$ cat config.mk
export PLATFORM = sky130hd
export DESIGN_NAME = dcache_wt
export DESIGN_NICKNAME = d
export VERILOG_FILES = /design/src/rtl/dcache_wt.sv
export SDC_FILE = /design/constraint.sdc
export NUM_CORES = 2
export LEC_CHECK = 0
export ABC_CLOCK_PERIOD_IN_PS = 12000
export CAP_MARGIN = 20
export CELL_PAD_IN_SITES_DETAIL_PLACEMENT = 1
export CELL_PAD_IN_SITES_GLOBAL_PLACEMENT = 1
export CORE_MARGIN = 3
export CORE_UTILIZATION = 55
export CTS_CLUSTER_DIAMETER = 50
export CTS_CLUSTER_SIZE = 40
export DETAILED_ROUTE_END_ITERATION = 8
export PLACE_DENSITY_LB_ADDON = 0.1
export SLEW_MARGIN = 20
export SYNTH_ARGS = -nofsm -noshare
export SYNTH_HDL_FRONTEND = slang
export SYNTH_SLANG_ARGS = --single-unit
$ cat constraint.sdc
create_clock -name clk -period 12 [get_ports clk]
set_clock_uncertainty 0.05 [all_clocks]
set_input_delay 2.4 -clock clk [delete_from_list [all_inputs] [get_ports clk]]
set_output_delay 2.4 -clock clk [all_outputs]
set_load 0.005 [all_outputs]
$ cat src/rtl/dcache_wt.sv
// dcache_wt: write-through, no-write-allocate, direct-mapped data cache for
// the memory stage. Read hits return data combinationally with no stall.
// Read misses refill the whole line (words 0..3) from backing memory. Every
// store is forwarded to memory, and it is merged into the line only if the
// line hits.
//
// Ports:
//   clk, rst_n        clock, synchronous active-low reset
//   cpu_req/we/addr   pipeline access (held stable while cpu_stall=1)
//   cpu_wdata/be      lane-aligned store data and byte enables
//   cpu_rdata         load word, 0 unless this cycle is a read hit
//   cpu_stall         combinational pipeline freeze
//   mem_req/we/addr   backing-memory request (word-aligned address)
//   mem_wdata/be      store data / byte enables (4'hF on refills)
//   mem_ack/rdata     one-cycle completion, read data valid with ack
module dcache_wt #(
   parameter int LINES = 16,
   parameter int WORDS = 4
) (
   input  logic        clk,
   input  logic        rst_n,
   input  logic        cpu_req,
   input  logic        cpu_we,
   input  logic [31:0] cpu_addr,
   input  logic [31:0] cpu_wdata,
   input  logic [3:0]  cpu_be,
   output logic [31:0] cpu_rdata,
   output logic        cpu_stall,
   output logic        mem_req,
   output logic        mem_we,
   output logic [31:0] mem_addr,
   output logic [31:0] mem_wdata,
   output logic [3:0]  mem_be,
   input  logic        mem_ack,
   input  logic [31:0] mem_rdata
);
   localparam int IW = $clog2(LINES);
   localparam int TW = 28 - IW;

   typedef enum logic [1:0] {IDLE, REFILL, WRITE} state_t;

   state_t            state;
   logic [1:0]        cnt;
   logic [LINES-1:0]  valid;
   logic [TW-1:0]     tags [LINES];
   logic [31:0]       data [LINES][WORDS];

   logic [IW-1:0]     idx;
   logic [TW-1:0]     tag;
   logic [1:0]        word;
   logic              hit;
   logic              unused;

   assign idx    = cpu_addr[3+IW:4];
   assign tag    = cpu_addr[31:4+IW];
   assign word   = cpu_addr[3:2];
   assign hit    = valid[idx] && (tags[idx] == tag);
   assign unused = ^cpu_addr[1:0];

   // Pipeline-facing outputs are combinational on the live request.
   always_comb begin
      cpu_stall = 1'b0;
      cpu_rdata = '0;
      case (state)
         IDLE: begin
            cpu_stall = cpu_req && (cpu_we || !hit);
            if (cpu_req && !cpu_we && hit) cpu_rdata = data[idx][word];
         end
         REFILL:  cpu_stall = 1'b1;
         WRITE:   cpu_stall = !mem_ack;   // released in the ack cycle
         default: cpu_stall = 1'b0;
      endcase
   end

   // Memory-side outputs decode straight from the state register; cpu_addr
   // is frozen by the stall, so the request address stays stable until ack.
   always_comb begin
      mem_req  = 1'b0;
      mem_we   = 1'b0;
      mem_addr = '0;
      mem_be   = '0;
      case (state)
         REFILL: begin
            mem_req  = 1'b1;
            mem_addr = {cpu_addr[31:4], cnt, 2'b00};
            mem_be   = 4'hF;
         end
         WRITE: begin
            mem_req  = 1'b1;
            mem_we   = 1'b1;
            mem_addr = {cpu_addr[31:2], 2'b00};
            mem_be   = cpu_be;
         end
         default: ;
      endcase
   end

   assign mem_wdata = cpu_wdata;

   // Control state: only this part needs reset.
   always_ff @(posedge clk) begin
      if (!rst_n) begin
         state <= IDLE;
         cnt   <= '0;
         valid <= '0;
      end else begin
         case (state)
            IDLE: begin
               if (cpu_req) begin
                  if (cpu_we) begin
                     state <= WRITE;
                  end else if (!hit) begin
                     state <= REFILL;
                     cnt   <= '0;
                  end
               end
            end
            REFILL: begin
               if (mem_ack) begin
                  cnt <= cnt + 2'd1;
                  // valid only rises once all four words are in
                  if (cnt == 2'd3) begin
                     valid[idx] <= 1'b1;
                     state      <= IDLE;
                  end
               end
            end
            WRITE: begin
               if (mem_ack) state <= IDLE;
            end
            default: state <= IDLE;
         endcase
      end
   end

   // Tag and data arrays: no reset, validity alone gates their use. Writes
   // landing on a reset edge are harmless because valid is cleared.
   always_ff @(posedge clk) begin
      if (state == REFILL && mem_ack) begin
         data[idx][cnt] <= mem_rdata;
         if (cnt == 2'd3) tags[idx] <= tag;
      end
      if (state == WRITE && mem_ack && hit) begin
         for (int b = 0; b < 4; b++) begin
            if (cpu_be[b]) data[idx][word][8*b +: 8] <= cpu_wdata[8*b +: 8];
         end
      end
   end
endmodule

==> Word-level counts from Yosys, hierarchy flattened <==
Memory sizes are Yosys's and may differ from the RTL's.
Index checks and enable logic that the tools add are counted.
{ "word_totals": {"input_bits": 105, "mem_bits_rw": 2432, "latchBits": 0, "output_inout_bits": 103, "wordCells": 1123, "register_bits": 20, "romBits": 0, "mem_count": 2} }
{ "classes": {"add_sub_neg": 1, "shift": 0, "n_lt_le_gt_ge": 6, "n_mux": 565, "reduce_logical": 20, "div_mod_pow": 0, "n_bitwise": 515, "mul": 0, "eq_ne": 11} }
{ "mem_list": {"columns": ["name", "words", "word_bits", "read_ports", "rd_clocked_by_memory_dff", "write_ports", "line", "rtl"], "rows": [
  ["data", 16, 128, 1, 0, 1, "46", "logic [31:0] data [LINES][WORDS];"],
  ["tags", 16, 24, 1, 0, 1, "45", "logic [TW-1:0] tags [LINES];"]
]} }
{ "op_table": {"columns": ["op", "count"], "rows": [
  ["128-bit two-way mux", 5],
  ["1-bit two-way mux", 528],
  ["1-bit bitwise OR", 512],
  ["32-bit demux with 2-bit select", 5],
  ["32-bit two-way mux", 6],
  ["32-bit binary-select mux with 2-bit select", 1],
  ["32-bit case mux with 2 select lines", 1],
  ["24-bit equality test", 1],
  ["24-bit two-way mux", 1],
  ["2-bit two-way mux", 10],
  ["16-bit two-way mux", 1],
  ["16-bit bitwise OR", 1],
  ["2-bit != test (second input constant)", 6],
  ["1-bit logical AND", 10],
  ["5-bit AND reduction", 2],
  ["8-bit two-way mux", 1],
  ["4-bit case mux with 2 select lines", 1],
  ["3-bit >= comparator (second input constant)", 2],
  ["3-bit by 1-bit less-than comparator with 1-bit output (second input constant)", 2],
  ["2-bit inverter with 3-bit output", 2],
  ["2-bit case mux with 3 select lines", 1],
  ["4-bit by 5-bit less-than comparator with 1-bit output (second input constant)", 1],
  ["1-bit binary-select mux with 4-bit select", 1],
  ["1-bit demux with 4-bit select", 1],
  ["13 further kinds", 16]
]} }

==> Depth between registers and ports, before layout <==
{ "depth": {"word_depth": 10, "ltp_mapped": 16, "ltp_nobuf": 8} }

==> Worst setup path after synthesis <==
Ideal clock, no wire load.
{ "synth_path": {"kind": "input-to-output", "startpoint": "input port cpu_addr[5]", "endpoint": "output port cpu_rdata[18]", "t_required_ps": 9550, "stages": 10, "t_arrival_ps": 5325, "setup_slack_ps": 4225, "path_cell_list": "buf_2 > buf_2 > buf_2 > clkbuf_1 > buf_1 > clkbuf_1 > mux4_2 > mux4_2 > mux4_2 > nor2b_1"} }
{ "synth_between": {"elab_chain_cells": 6, "word_cells_on_any_way": 12, "cone_classes": "eq/ne (1); mux (7); reduce/logical (2); memory (2)"} }
{ "synth_lines": {"columns": ["item", "line", "rtl"], "rows": [
  ["start, declared", "24", "input logic [31:0] cpu_addr,"],
  ["memory 16 x 24 bit (tied with other cells)", null, null],
  ["24-bit equality test (tied with other cells)", "57", "assign hit = valid[idx] && (tags[idx] == tag);"],
  ["1-bit logical AND or 32-bit two-way mux (tied branches)", "57, 67", null],
  ["1-bit logical AND or 32-bit two-way mux (tied branches)", "67", "if (cpu_req && !cpu_we && hit) cpu_rdata = data[idx][word];"],
  ["32-bit two-way mux *", "67", null],
  ["32-bit two-way mux *", "64", "case (state)"],
  ["end, declared", "27", "output logic [31:0] cpu_rdata,"]
]} }
Every way passes the cells marked *; elsewhere a longest branch is shown, timed or not. The select of a mux whose other input is x is not followed.

==> Worst setup path in the final report <==
{ "layout_path": {"startpoint": "input port cpu_addr[6]", "endpoint": "output port cpu_rdata[31]"} }
The elaborated chain is that of the path after synthesis.

==> results.py <==
metrics = {
    "run_status": {
        "run_status": "completed",
    },
    "critical_path": {
        "worstPathRequired_ns": 9.55,
        "crit_type": "in -> out",
        "cp.arrival_ns": 7.14,
        "cp-start-kind": "input port",
        "cp_max_fo": 72,
        "cpMaxStageDelayCell": "a221oi_1",
        "max_stage_delay_ns": 0.71,
        "cp-end-kind": "output pin",
        "crit_chain": "clkdlybuf4s50_1, buf_4, inv_8, mux2i_1, xnor2_1, a211oi_1, nand4_1, a221oi_1, nand4_1, buf_4, nor2b_1, clkdlybuf4s50_1",
    },
    "clocking": {
        "cts_setup_buffers": 0,
        "insertion_delay_ns": 0.85,
        "cts_root_buffer": "clkbuf_16",
        "cts_tree": "built",
        "clock_sinks": 2452,
        "clk_path_buf_depth": 3,
        "cts_hold_buf": 0,
        "numCtsBuffers": 188,
        "htree_levels": 4,
        "postCtsResizedCells": 0,
        "clk_pin_slew_ns": 0.07,
    },
    "yosys": {
        "synth-edff-count": 2432,
        "syn_inst": 4447,
        "synth.most_common_cell": "edfxtp_1",
        "syn_area_sq_um": 98900,
        "synth.avg_cell_area_sq_um": 22.2,
        "synth-seq-cells": 2452,
        "synth_commonest_cells": "edfxtp_1, mux4_2, a21oi_1",
        "yosysSeqAreaShare_pct": 74.2,
        "synth-async-reset-ratio_pct": 0,
        "yosys.cell_types.count": 66,
        "yosys_most_used_dff": "edfxtp_1",
        "synthTopCellsByArea": "edfxtp_1, mux4_2, mux2i_1, mux2_2, a21oi_2",
        "synth_top_cell_area_share_pct": 73.8,
        "ys_warn_count": 0,
        "yosysTopAreaCell": "edfxtp_1",
    },
    "global_route": {
        "grt_usage_pct": 27.3,
        "use_met3_pct": 3.94,
        "use_met2_pct": 43.8,
        "grt_pass1_wl_um": 360000,
        "top_usage_layer": "met2",
        "overflow": 0,
        "antenna_found_initial": 20,
        "grt_pass1_vias": 48500,
        "grt_max_degree": 147,
        "use_met1_pct": 38.9,
    },
    "floorplanning": {
        "die_area_sq_um": 185000,
        "die_h_um": 430,
        "num_rows": 155,
        "initial_core_util_pct": 55.4,
        "fp.dieW_um": 430,
        "io_pins": 208,
        "core_area_sq_um": 179000,
    },
    "timing": {
        "fin_crit_ns": 9.59,
        "hold_viol": 0,
        "report.final.slew_viol_count": 0,
        "period_share_pct": 79.9,
        "rsz0062_at_grt": "no",
        "fmax_mhz": 104,
        "setup_violations": 0,
        "worst_slack_ns": 2.41,
        "max_slew_margin_pct": 21.5,
        "timing.setup.tns_ns": 0,
        "worst_pin_slew_ns": 1.18,
    },
    "power": {
        "power_density_nw_per_um2": 157,
        "irDropWorstVdd_v": 0.000138,
        "p_leak_nw": 34.0,
    },
    "drt": {
        "routedWlPerCell_um": 34.8,
        "wl_um": 249000,
        "ant_nets": 0,
        "drtIter0Drc": 5067,
        "routed_via_density": 6.54,
        "vias": 46700,
        "drc_errors": 0,
        "dr.pass1.iters": 5,
    },
    "finish": {
        "fillers": 14100,
        "area_growth_pct": 11.2,
        "final_util_pct": 61.6,
        "post_route_cells_drive_above_1_share_pct": 30.3,
        "final_nets": 4719,
    },
    "placed_design": {
        "place.gp.congestion": 0.807,
        "portBuffers": 203,
        "dpl_worst_slack_ns": 2.39,
        "dp_hpwl_um": 156000,
    },
    "job": {
        "cap_viol_max_count": 0,
    },
    "min_path": {
        "hp-class": "reg -> reg",
    },
}
area by class of cell:
cell class              instances  area, sq um  share of cell area [%]
clock inverters               157         1840                    1.67
well taps                    2355         2950                    2.68
multi-input cells            1655        23900                    21.8
flip-flops and latches       2452        73400                    66.8
clock buffers                 196         4780                    4.34
inverters                      17         71.3                  0.0648
repair buffers                292         2980                    2.71
diodes                          8         20.0                  0.0182
report_power, final:
group	leakage [nW]	total, mW	internal [mW]	switching, mW
clock	3.21	6.65	3.30	3.35
sequential	22.0	9.43	9.42	0.00891
combinational	8.74	1.15	0.466	0.688
total	34.0	17.2	13.2	4.04
worst paths after layout:
check | startpoint | to | slack (ns) | cells past startpoint
worst max register to register | tags[0][3]$_DFFE_PP_ | data[8][101]$_DFFE_PP_ | 7.14 | 10
worst min-delay path | valid[2]$_SDFFE_PN0P_ | valid[2]$_SDFFE_PN0P_ | 0.42 | 1
worst min register to register | valid[2]$_SDFFE_PN0P_ | valid[2]$_SDFFE_PN0P_ | 0.42 | 1
worst max-delay path | cpu_addr[6] | cpu_rdata[31] | 2.41 | 12
worst max-delay path: cells and delay by family:
| kind | cells | cell delay, ns |
|---|---|---|
| AO/OA/AOI/OAI | 2 | 0.94 |
| XOR/XNOR | 1 | 0.17 |
| buffers and inverters | 5 | 2.44 |
| multiplexers | 1 | 0.32 |
| AND/OR/NAND/NOR | 3 | 0.73 |
routing by layer:
metal / share of wire, % / wire length [um]
met1: 41 / 101000
met4: 3.9 / 9640
met2: 49 / 123000
met5: 0.0052 / 13
met3: 6.1 / 15100
kinds of logic (layout without fill, tap and decap cells):
family / count (synthesis) / after routing / share of synthesized area, %
buffers and inverters: 341 / 662 / 1.88
multiplexers: 984 / 984 / 19.3
AND/OR/NAND/NOR: 231 / 231 / 1.52
AO/OA/AOI/OAI: 404 / 404 / 2.77
adder cells (fa/ha/maj): 8 / 8 / 0.101
flip-flops: 2452 / 2452 / 74.2
XOR/XNOR: 26 / 26 / 0.230
other: 1 / 10 / 0.00379
through the flow:
| stage | cells | instance area, sq um | hold slack, ns | total power, mW |
|---|---|---|---|---|
| after global routing | 7128 | 110000 | 0.427 | 17.8 |
| after floorplan | 4448 | 98900 | 0.385 | 10.3 |
| after global placement | 6759 | 103000 | 0.391 | 10.7 |
| after CTS | 7117 | 110000 | 0.417 | 17.4 |
| after detailed placement | 6764 | 103000 | 0.401 | 10.8 |
| final | 7132 | 110000 | 0.415 | 17.2 |
sequential cells by signal, indices dropped and copies added (netlist names):
register  flops
cnt           2
data       2048
state         2
tags        384
valid        16
placed cells by master, fill, tap and decap left out, drive strengths merged, types with 5 or more instances in the layout:
cell type      Yosys  routed
clkbuf           159     198
bufinv             0       9
a22o               5       5
o21ai             12      12
clkinvlp           0      12
a22oi             44      44
xor2              10      10
and3              11      11
clkinv             1      52
nor2b             41      41
ha                 8       8
diode              0       8
inv               16     101
a31oi              7       7
clkdlybuf4s50      0     198
mux2i            135     135
a211oi             6       6
a21oi            270     270
dfxtp             20      20
nor2              29      29
nand3             20      20
buf              165      92
o21a              20      20
xnor2             16      16
edfxtp          2432    2432
a41oi              5       5
nand4             23      23
mux2             135     135
o22ai              7       7
nand2             38      38
o22a               6       6
mux4             714     714
and2              47      47
Power figures use the tool's default switching activity.
